--- config.mk ---
export PLATFORM = sky130hd
export DESIGN_NAME = interrupt_sequencer
export DESIGN_NICKNAME = d
export VERILOG_FILES = /design/src/rtl/interrupt_sequencer_pkg.sv /design/src/rtl/interrupt_sequencer_drain_counter.sv /design/src/rtl/interrupt_sequencer.sv
export SDC_FILE = /design/constraint.sdc
export NUM_CORES = 1
export LEC_CHECK = 0
export BUFFER_PORTS_ARGS = -buffer_cell sky130_fd_sc_hd__buf_2
export CAP_MARGIN = 20
export CELL_PAD_IN_SITES_DETAIL_PLACEMENT = 0
export CELL_PAD_IN_SITES_GLOBAL_PLACEMENT = 1
export CORE_ASPECT_RATIO = 0.6
export CORE_MARGIN = 2
export CORE_UTILIZATION = 34
export CTS_BUF_LIST = sky130_fd_sc_hd__clkbuf_4 sky130_fd_sc_hd__clkbuf_8
export CTS_CLUSTER_DIAMETER = 50
export DETAILED_ROUTE_END_ITERATION = 8
export PLACE_DENSITY = 0.87
export SLEW_MARGIN = 5
export SYNTH_ARGS = -nofsm -noshare
export SYNTH_HDL_FRONTEND = slang
export SYNTH_SLANG_ARGS = --single-unit
--- constraint.sdc ---
create_clock -name i_clk -period 3.04 [get_ports i_clk]
set_input_delay 0.76 -clock i_clk [delete_from_list [all_inputs] [get_ports i_clk]]
set_output_delay 0.76 -clock i_clk [all_outputs]
set_load 0.01 [all_outputs]
--- src/rtl/interrupt_sequencer_pkg.sv ---
// ---------------------------------------------------------------------------
// interrupt_sequencer_pkg
// Shared CPU definitions for the interrupt entry path: sequencer state
// encoding, default vector location, the decode-to-memory drain depth and
// the Moore output decode used by the sequencer.
// ---------------------------------------------------------------------------
package interrupt_sequencer_pkg;

    // Instruction-memory word holding the handler pointer.
    localparam int unsigned DEFAULT_VECTOR_ADDR = 0;

    // Unstalled cycles between decode injecting the push and that push
    // reaching memory. Must be kept in step with the pipeline depth.
    localparam int unsigned DRAIN_DEPTH = 3;

    typedef enum logic [2:0] {
        ST_IDLE      = 3'd0,
        ST_WAIT_SAFE = 3'd1,
        ST_INJECT    = 3'd2,
        ST_DRAIN     = 3'd3,
        ST_VECTOR    = 3'd4,
        ST_LOAD      = 3'd5,
        ST_SERVICE   = 3'd6
    } seq_state_e;

    typedef struct packed {
        logic interrupt;
        logic flush_fetch;
        logic freeze_pc;
        logic vector_req;
        logic load_pc;
        logic in_service;
    } seq_out_t;

    // Per-state output values; every output is a pure function of state.
    function automatic seq_out_t decode_outputs(input seq_state_e state);
        seq_out_t outs;
        outs = '0;
        case (state)
            ST_WAIT_SAFE: begin
                outs.freeze_pc   = 1'b1;
                outs.flush_fetch = 1'b1;
            end
            ST_INJECT: begin
                outs.interrupt   = 1'b1;
                outs.freeze_pc   = 1'b1;
                outs.flush_fetch = 1'b1;
            end
            ST_DRAIN: begin
                outs.freeze_pc   = 1'b1;
                outs.flush_fetch = 1'b1;
            end
            ST_VECTOR: begin
                outs.vector_req  = 1'b1;
                outs.freeze_pc   = 1'b1;
                outs.flush_fetch = 1'b1;
            end
            ST_LOAD: begin
                outs.load_pc     = 1'b1;
                outs.flush_fetch = 1'b1;
            end
            ST_SERVICE: outs.in_service = 1'b1;
            default:    outs = '0;
        endcase
        return outs;
    endfunction

endpackage

--- src/rtl/interrupt_sequencer_drain_counter.sv ---
// ---------------------------------------------------------------------------
// drain_counter
// Loadable down-counter with enable and zero flag. Saturates at zero.
// Ports:
//   i_clk, i_reset   clock, synchronous active-high reset (count -> 0)
//   i_load           load i_load_value (has priority over i_en)
//   i_load_value     value to load
//   i_en             decrement by one when nonzero
//   o_count          current count
//   o_zero           count equals zero
// ---------------------------------------------------------------------------
module drain_counter #(
    parameter int unsigned WIDTH = 2
) (
    input  logic             i_clk,
    input  logic             i_reset,
    input  logic             i_load,
    input  logic [WIDTH-1:0] i_load_value,
    input  logic             i_en,
    output logic [WIDTH-1:0] o_count,
    output logic             o_zero
);

    logic [WIDTH-1:0] count_q;
    logic [WIDTH-1:0] count_d;

    // NOTE: always_comb assigns a default before any branch so no path leaves
    // count_d unassigned, which would otherwise infer a latch.
    always_comb begin
        count_d = count_q;
        if (i_load) begin
            count_d = i_load_value;
        end else if (i_en && (count_q != '0)) begin
            count_d = count_q - WIDTH'(1);
        end
    end

    // NOTE: sequential state uses non-blocking assignments so every flop
    // samples pre-edge values regardless of statement order.
    always_ff @(posedge i_clk) begin
        if (i_reset) begin
            count_q <= '0;
        end else begin
            count_q <= count_d;
        end
    end

    assign o_count = count_q;
    assign o_zero  = (count_q == '0);

endmodule

--- src/rtl/interrupt_sequencer.sv ---
// ---------------------------------------------------------------------------
// interrupt_sequencer
// Latches external interrupt requests, waits for a safe pipeline point,
// strobes decode to push PC+flags, freezes fetch while the push drains,
// fetches the handler pointer from the vector and loads it into the PC.
// Nested interrupts are held pending until the handler's RTI retires.
// Ports:
//   i_clk, i_reset        clock, synchronous active-high reset
//   i_int_req             external interrupt request (level)
//   i_stall               pipeline stall from hazard unit
//   i_hazard_in_flight    control-flow / LDM instruction in decode or execute
//   i_rti_retired         RTI finished its PC pop this cycle
//   i_vector_valid/data   vector read response
//   o_interrupt           one-cycle strobe into decode
//   o_flush_fetch         replace fetched word with NOP
//   o_freeze_pc           hold PC register
//   o_vector_req/addr     vector read request and constant address
//   o_load_pc/pc_value    load captured handler address into PC
//   o_in_service          handler executing
// All outputs are registered; there is no input-to-output combinational path.
// ---------------------------------------------------------------------------
module interrupt_sequencer
    import interrupt_sequencer_pkg::*;
#(
    parameter int unsigned PC_WIDTH     = 32,
    parameter int unsigned ADDR_WIDTH   = 20,
    parameter int unsigned VECTOR_ADDR  = DEFAULT_VECTOR_ADDR,
    parameter int unsigned DRAIN_CYCLES = DRAIN_DEPTH
) (
    input  logic                  i_clk,
    input  logic                  i_reset,
    input  logic                  i_int_req,
    input  logic                  i_stall,
    input  logic                  i_hazard_in_flight,
    input  logic                  i_rti_retired,
    input  logic                  i_vector_valid,
    input  logic [PC_WIDTH-1:0]   i_vector_data,
    output logic                  o_interrupt,
    output logic                  o_flush_fetch,
    output logic                  o_freeze_pc,
    output logic                  o_vector_req,
    output logic [ADDR_WIDTH-1:0] o_vector_addr,
    output logic                  o_load_pc,
    output logic [PC_WIDTH-1:0]   o_pc_value,
    output logic                  o_in_service
);

    localparam int unsigned CNT_W = (DRAIN_CYCLES > 1) ? $clog2(DRAIN_CYCLES) : 1;

    seq_state_e          state_q, state_d;
    logic                pending_q, pending_d;
    logic [PC_WIDTH-1:0] pc_q, pc_d;
    seq_out_t            out_q;

    logic                cnt_load;
    logic                cnt_en;
    logic                cnt_zero;
    logic [CNT_W-1:0]    cnt_value;

    drain_counter #(
        .WIDTH (CNT_W)
    ) u_drain_counter (
        .i_clk        (i_clk),
        .i_reset      (i_reset),
        .i_load       (cnt_load),
        .i_load_value (CNT_W'(DRAIN_CYCLES - 1)),
        .i_en         (cnt_en),
        .o_count      (cnt_value),
        .o_zero       (cnt_zero)
    );

    always_comb begin
        state_d  = state_q;
        pc_d     = pc_q;
        cnt_load = 1'b0;
        cnt_en   = 1'b0;
        case (state_q)
            ST_IDLE: begin
                if (pending_q) state_d = ST_WAIT_SAFE;
            end
            ST_WAIT_SAFE: begin
                if (!i_stall && !i_hazard_in_flight) state_d = ST_INJECT;
            end
            ST_INJECT: begin
                cnt_load = 1'b1;
                state_d  = ST_DRAIN;
            end
            ST_DRAIN: begin
                // Only unstalled cycles move the push toward memory.
                cnt_en = !i_stall;
                if (cnt_zero && !i_stall) state_d = ST_VECTOR;
            end
            ST_VECTOR: begin
                if (i_vector_valid) begin
                    pc_d    = i_vector_data;
                    state_d = ST_LOAD;
                end
            end
            ST_LOAD: begin
                state_d = ST_SERVICE;
            end
            ST_SERVICE: begin
                // Requests only set pending here; RTI is the sole exit.
                if (i_rti_retired) state_d = ST_IDLE;
            end
            default: state_d = ST_IDLE;
        endcase
    end

    // The request is consumed on entry to INJECT; a request in that same
    // cycle keeps it set so it is serviced after the current handler.
    assign pending_d = i_int_req |
                       (pending_q & ~((state_q == ST_WAIT_SAFE) && (state_d == ST_INJECT)));

    // Outputs are registered from the next-state decode, so they line up
    // with state_q and never depend combinationally on inputs.
    always_ff @(posedge i_clk) begin
        if (i_reset) begin
            state_q   <= ST_IDLE;
            pending_q <= 1'b0;
            pc_q      <= '0;
            out_q     <= '0;
        end else begin
            state_q   <= state_d;
            pending_q <= pending_d;
            pc_q      <= pc_d;
            out_q     <= decode_outputs(state_d);
        end
    end

    assign o_interrupt   = out_q.interrupt;
    assign o_flush_fetch = out_q.flush_fetch;
    assign o_freeze_pc   = out_q.freeze_pc;
    assign o_vector_req  = out_q.vector_req;
    assign o_load_pc     = out_q.load_pc;
    assign o_in_service  = out_q.in_service;
    assign o_pc_value    = pc_q;
    assign o_vector_addr = ADDR_WIDTH'(VECTOR_ADDR);

    // Count is observed only through the zero flag.
    logic unused_cnt;
    assign unused_cnt = ^cnt_value;

endmodule

After elaboration in Yosys (flattened, before gate mapping)
Index checks and enable logic that the tools add are counted.
- add/sub/neg operators: 1
- equality and inequality tests: 12
- muxes and demuxes: 16
- bitwise gates (word level): 3
- reduce and logical (&&, ||, !) cells: 14
- operators with widths (operator ; count):
    $pmux W3 S7 ; 1
    $eq A3 B3 Y1 const B ; 6
    $mux W3 ; 5
    $eq A3 B2 Y1 const B ; 4
    $mux W1 ; 8
    $eq A3 B1 Y1 const B ; 2
    $reduce_or A5 Y1 ; 1
    $logic_and A1 B1 Y1 ; 4
    $mux W2 ; 2
    $reduce_bool A2 Y1 ; 2
    $reduce_or A4 Y1 ; 1
    $logic_not A3 Y1 ; 1
    $logic_not A1 Y1 ; 2
    $logic_not A2 Y1 ; 1
    $reduce_and A2 Y1 ; 1
    $reduce_or A2 Y1 ; 1
    $sub A2 B1 Y2 const B ; 1
    $and A1 B1 Y1 ; 1
    $not A1 Y1 ; 1
    $or A1 B1 Y1 ; 1
- register bits after elaboration: 44
- input bits: 39
- output and inout bits: 58
- logic and storage cells: 57

Longest topological paths before layout
Gate-level depths: netlist of run 1.
- word-level depth: 9
- gate-level depth with buffers: 7
- mapped depth without buffers: 7

Modules after synthesis
A second synthesis of run 1 with hierarchy kept.
- cell total of the unflattened synthesis: 221
- area, all modules: 1816.7 um2
- modules (own cells, without submodules) (module ; times used ; cells an instance ; area an instance (um2) ; sequential area each (um2)):
    interrupt_sequencer ; 1 ; 207 ; 1690.4 ; 840.8
    drain_counter ; 1 ; 14 ; 126.4 ; 40.0

Least setup slack after synthesis of run 1
No wires, ideal clock.
- kind: input-to-reg
- start point: input i_stall
- end point: register out_q (netlist bit o_freeze_pc)
- setup time: 0.120 ns
- data arrival time: 1.889 ns
- required time: 2.920 ns
- setup slack: 1.031 ns
- stages: 5
- buffers on the path: 0
- path through: or4b_1 -> and3_4 -> nor2b_4 -> and3_4 -> or2_1
- longest elaborated chain between the ends: 7
- elaborated cells on any way between the ends: 12
- those cells by class: eq/ne (4); mux (4); reduce/logical (4)
- ends and longest elaborated chain (element ; RTL line ; source):
    from (decl) ; interrupt_sequencer.sv:33 ; input logic i_stall,
    $logic_not A1 Y1 * ; interrupt_sequencer.sv:82, interrupt_sequencer.sv:91 ;
    $logic_and A1 B1 Y1, on equally long branches ; interrupt_sequencer.sv:91, interrupt_sequencer.sv:82 ;
    $mux W3, on equally long branches ; interrupt_sequencer.sv:91, interrupt_sequencer.sv:82 ;
    $pmux W3 S7 * ; interrupt_sequencer.sv:77 ; case (state_q)
    $eq A3 B2 Y1, or another cell as far along ; interrupt_sequencer_pkg.sv:39 ; case (state)
    $reduce_or A4 Y1 (no source line) * ; -- ;
    $mux W1 * ; interrupt_sequencer_pkg.sv:39 ;
    to (signal assigned) ; interrupt_sequencer.sv:127 ; out_q <= decode_outputs(state_d);
    to (decl) ; interrupt_sequencer.sv:53 ; seq_out_t out_q;
Mark *: on every way between the ends. The rest lies on a longest branch, timed or not.
A chain may end at the register's enable or synchronous reset.

Final worst setup path of run 1
Ends and elaborated chain as after synthesis.

==> results of run 1 <==
power groups by stage:
stage / combinational [mW] / clock [mW] / sequential [mW]
after floorplan: 0.0721 / 0 / 0.604
after global placement: 0.0868 / 0 / 0.608
after detailed placement: 0.0874 / 0 / 0.609
after CTS: 0.0880 / 0.453 / 0.595
after global routing: 0.0973 / 0.482 / 0.596
final: 0.0875 / 0.438 / 0.595
layer usage:
metal / vias to the layer above / global-route usage, %
li1: 822 / -
met4: 0 / 3.52
met5: - / 0
met2: 53 / 20.4
met3: 2 / 6.91
met1: 705 / 17.7
worst reg2reg max path: stages, from the launching register on:
cell,delay [ps]
dfxtp_1,600
or4b_1,480
and3_4,190
nor2b_4,130
and3_4,140
or2_1,200
logic make-up (layout without fill, tap and decap cells):
family	count (synthesis)	count (layout)	synth area share (%)
buf+inv	39	93	12.6
mux	1	1	0.617
compound gates	42	42	13.2
xor+xnor	1	1	0.480
simple gates	93	93	23.9
other cells	1	20	0.206
flops	44	44	48.3
fa+ha+maj	1	1	0.686
area by class of cell:
| class | count | area, sq um | share of cell area (%) |
|---|---|---|---|
| clock inverter | 3 | 42.5 | 1.84 |
| multi-input combinational | 158 | 800 | 34.7 |
| inverter | 4 | 15.0 | 0.651 |
| sequential | 44 | 881 | 38.2 |
| timing repair buffer | 81 | 418 | 18.1 |
| clock buffer | 5 | 68.8 | 2.98 |
| tap | 66 | 82.6 | 3.58 |
Yosys cell counts:
master	number
clkbuf_1	8
nor4_1	1
a21boi_0	1
dfxtp_1	44
nand2b_1	2
or2_2	2
xnor2_1	1
inv_1	4
o32a_1	1
mux2_2	1
or3_2	1
or4b_1	1
nor4bb_1	1
nor2_1	6
nand4b_1	1
nor3_1	2
a31oi_4	1
o21ai_0	1
or2b_1	1
conb_1	1
buf_2	6
nand2_1	67
clkbuf_2	1
a21oi_1	36
nor2b_4	1
nand4bb_1	1
a32oi_1	1
nand3b_1	1
ha_1	1
or2_1	1
nor3b_1	2
buf_4	20
a311oi_1	1
and3_4	2
layout by cell type, fill, tap and decap left out:
master	synthesis	routed
a21boi_0	1	1
or2_2	2	2
nor3b_1	2	2
inv_1	4	4
a32oi_1	1	1
ha_1	1	1
clkinvlp_4	0	1
bufinv_16	0	1
nor3_1	2	2
nand4bb_1	1	1
buf_4	20	5
or2_1	1	1
a21oi_1	36	36
or4b_1	1	1
xnor2_1	1	1
nand2b_1	2	2
nand4b_1	1	1
nor4bb_4	0	1
nor4_1	1	1
buf_2	6	76
mux2_2	1	1
nand2_1	67	67
a31oi_4	1	1
conb_1	1	20
nand3b_1	1	1
a311oi_1	1	1
dfxtp_1	44	44
clkbuf_8	0	5
and3_4	2	2
clkinv_2	0	1
nor2b_4	1	1
o32a_1	1	1
o21ai_0	1	1
nor2_1	6	6
or3_2	1	1
or2b_1	1	1
final timing paths:
kind	end	slack (ps)	depth (start not counted)
hold reg to reg	o_pc_value[12]	450	2
hold / removal	o_pc_value[12]	450	2
setup reg to reg	o_freeze_pc	1190	5
setup / recovery	o_freeze_pc	1160	6
through the flow:
stage / setup WS, ps / instance area [sq um]
6_report: 1160 / 2310
5_1_grt: 1060 / 2310
4_1_cts: 1170 / 2310
3_5_place_dp: 855 / 2200
3_3_place_gp: 862 / 2200
2_1_floorplan: 1030 / 1900
==> reports/metrics.yaml, run 1 <==
period_needed_ps: 1880
p_total_mw: 1.12
dp_cells: 353
core-area_sq_mm: 0.00510
syn_area_sq_mm: 0.00182
dp_hpwl_um: 3040
die_y_um: 60.7
min_path_type: "reg2reg"
final-max-slew-violation-count: 0
cts_tree: "built"
crit_chain: "buf_2 > or4b_1 > and3_4 > nor2b_4 > and3_4 > or2_1"
hold_start: "o_pc_value[12]"
post_cts_resized: 0
p_sw_uw: 253
fill_cells: 547
cts_max_level: 2
clkSinkCount: 44
period_share_pct: 61.7
stdcell_count: 361
rsz0062_at_grt: "no"
p_per_area_mw_per_mm2: 485
max-vdd-ir-drop_uv: 256
required_ps: 3220
largest_reg_flops: 32
grt_pass1_vias: 1398
leakage_nw: 1.03
via_per_inst: 4.38
m1WireLength_um: 1950
wl_met3_um: 414
clkTransAtPathRegs_ps: 90
drc: 0
clkPwrFrac_pct: 39.1
hold_viol: 0
antenna_found_initial: 0
tns_ps: 0
status: "completed"
crit_buf_inv: 1
cp-start-kind: "input pin"
wl_met2_um: 1670
wire_per_inst_um: 11.2
postRouteAntennaNets: 0
clk_path_buf_depth: 2
synth_cell_types: 34
sw_frac_of_total_pct: 22.6
io_buffers: 76
dieArea_sq_mm: 0.00599
startpoint: "i_stall"
path_delay_family: "simple AND/OR/NAND/NOR gates"
drive_gt1_share_pct: 33.2
nets: 334
cp-end-kind: "register"
syn_inst: 222
ys_top_cells_by_area: "dfxtp_1, nand2_1, a21oi_1"
postCtsSetupRepairBufs: 0
yosysWarnings: 0
vias: 1582
grt_pass1_wl_um: 6340
reg2reg_from: "state_q[0]"
utilization_pct: 45.2
hold_buffers: 0
critPathArrivalTime_ps: 2050
worstSetupPathType: "in2reg"
root_buffer: "clkbuf_8"
cts_buffers: 5
area_growth_pct: 26.5
grt.total_usage_pct: 13.6
rows: 20
cpMostUsedCell: "and3_4"
max_stage_delay_ps: 490
drtIter0Drc: 27
n_antenna_cell: 0
p_int_uw: 867
crit_slowest_cell: "or4b_1"
gp_congestion: 0.732
drt-total-wl_um: 4060
yosys_register_bits: 44
drt_first_pass_iters: 4
holdWs_ps: 453
slew_headroom_pct: 63.3
ys_seq_area_share_pct: 48.3
synth_top_area_cell: "dfxtp_1"
die_x_um: 98.6
path_max_fanout: 6
finClkSkew_ps: 4.88
fmax_mhz: 533
setup_viol_count_final: 0
top_layer: "met4"
clk_latency_ps: 290
grt_overflow: 0
syn_area_per_cell_sq_um: 8.22
cap_violations: 0
grt_max_degree: 29
tightest_slew_ps: 545
synth_top_area_share_pct: 48.3
start_util_pct: 35.7
io_pins: 97
power_frac_comb_pct: 7.8
pwr-share-seq_pct: 53.1
No activity file was read; power rests on OpenSTA's default activity.
==> run 2, diff against run 1 <==
CORE_UTILIZATION = 29   (was 34)
PLACE_DENSITY = 0.79   (was 0.87)
clock period = 1.7 ns   (was 3.04 ns; I/O delays follow)
==> reports/metrics.yaml, run 2 (synthesis gave the netlist of run 1 again) <==
drive_gt1_share_pct: 36.5  # +3.3 points
cts_max_level: 2  # unchanged
rows: 22  # +10%
ff_latch_area_sq_um: 881  # unchanged
ff2ff_setup_slack_ps: 80  # -1110 ps
final-max-slew-violation-count: 0  # unchanged
n_antenna_cell: 0  # unchanged
met1_usage_pct: 17.3  # -0.41 points
holdPathEnd: "pending_q"
status: "completed"
p_per_area_mw_per_mm2: 804  # +66%
setup_viol_count_final: 0  # unchanged
die_y_um: 65.4  # +7.7%
cts_tree: "built"
period_needed_ps: 1620
clkTransAtPathRegs_ps: 80  # about the same
cts_buffers: 5  # unchanged
drtIter0Drc: 52  # +93%
hold_start: "i_int_req"
area_growth_pct: 31.8
leakage_nw: 1.06  # +3.8%
grt.total_usage_pct: 12.3  # -1.3 points
holdWs_ps: 341  # -111 ps
grt_pass1_wl_um: 6710  # +5.9%
cp-end-kind: "register"
period_share_pct: 95.2
final_area_sq_mm: 0.00240  # +4.2%
grt.busiest_layer: "met2"
dieArea_sq_mm: 0.00696  # +16%
io_pins: 97  # unchanged
reg2reg_from: "state_q[1]"
clk_path_buf_depth: 2  # unchanged
io_buffers: 76  # unchanged
core-area_sq_mm: 0.00608  # +19%
worst_hold_path.num_cells: 3  # +1
mostFrequentLayoutCells: "buf_2, nand2_1, dfxtp_1, a21oi_1, conb_1"
utilization_pct: 39.5  # -5.7 points
max-vdd-ir-drop_uv: 354  # +38%
critPathArrivalTime_ps: 1800  # -250 ps
fill_cells: 645  # +18%
drc: 0  # unchanged
r2r-end: "o_freeze_pc"
root_buffer: "clkbuf_8"
grt_max_degree: 28  # -3.4%
rsz0062_at_grt: "no"
layout_commonest_cell: "buf_2"
finClkSkew_ps: 4.66  # -0.221 ps
largest_reg_flops: 32  # unchanged
postRouteAntennaNets: 0  # unchanged
min_path_type: "in2reg"
drt_first_pass_iters: 4  # unchanged
use_met3_pct: 4.46  # -2.4 points
fmax_mhz: 618
clk_latency_ps: 280  # about the same
hold_viol: 0  # unchanged
gp_congestion: 0.722  # -1.4%
clkSinkCount: 44  # unchanged
vias: 1636  # +3.4%
use_met2_pct: 18.2  # -2.2 points
multi_input_area_sq_um: 820  # +2.5%
r2r_cells: 6  # +1
p_total_mw: 1.93  # +73%
hold_buffers: 0  # unchanged
path_max_fanout: 5  # -1
nets: 343  # +2.7%
placed_cell_area_sq_mm: 0.00228  # +3.8%
required_ps: 1880  # -1340 ps
grt_pass1_vias: 1411  # +0.93%
start_util_pct: 30.0  # -5.7 points
cp-start-kind: "register"
via_per_inst: 4.22  # -3.8%
antenna_found_initial: 0  # unchanged
drt-total-wl_um: 4340  # +6.9%
dp_hpwl_um: 3140  # +3.3%
die_x_um: 106  # +7.9%
worstSetupPathType: "reg2reg"
wire_per_inst_um: 11.2  # -0.58%
cap_violations: 0  # unchanged
grt_overflow: 0  # unchanged
-- run 2: cell types whose count changed in the layout (fill, tap and decap cells not counted), sizes merged --
cell	previous run	this run
clkinv	1	0
buf	81	90
clkbuf	5	7
bufinv	1	0
-- run 2: metal layers --
layer / wire length [um] / part of all wire, %
met1: 2150 / 50
met2: 1830 / 42
met3: 333 / 7.7
met4: 23 / 0.53
met5: 0 / 0
-- run 2: final cells by class --
class	count	share of cell area, %
inverters	4	0.625
clock inverters	1	0.312
well taps	84	4.37
multi-input cells	158	34.1
flip-flops and latches	44	36.6
clock buffers	7	3.75
repair buffers	90	20.2
-- run 2: worst max-delay path by stage --
| stage | start | endpoint |
|---|---|---|
| 6_report | state_q[1] | o_freeze_pc |
| 5_1_grt | u_drain_counter.o_count[0] | o_freeze_pc |
| 4_1_cts | u_drain_counter.o_count[0] | u_drain_counter.o_count[1] |
| 3_5_place_dp | i_stall | o_freeze_pc |
| 3_3_place_gp | i_stall | o_freeze_pc |
| 2_1_floorplan | i_stall | o_freeze_pc |
-- run 2: through the flow --
step / instances / setup slack (ps) / setup TNS (ps)
global route: 388 / 5.47 / 0
finish: 388 / 81.2 / 0
global placement: 379 / -101 / -101
CTS: 387 / 23.1 / 0
floorplan: 241 / 25.6 / 0
detailed placement: 379 / -124 / -124
-- run 2: repair_timing --
item / 4_1_cts / 5_1_grt
hold endpoints to repair: 0 / 0
setup buffers: 0 / 1
endpoints found under the setup margin: 1 / 3
resized for setup: 1 / 3
-- run 2: report_power, final --
part	internal (mW)	switching [mW]	total [mW]
Sequential	1.05	0.00550	1.05
Combinational	0.0877	0.107	0.195
Clock	0.346	0.340	0.686
Total	1.48	0.453	1.93
-- run 2: critical path: stages, from the launching register on --
cell and delay [ps]:
dfxtp_1 320, buf_4 150, or2_2 320, a21oi_2 150, o32a_1 260, a21oi_1 100
or2_1 220
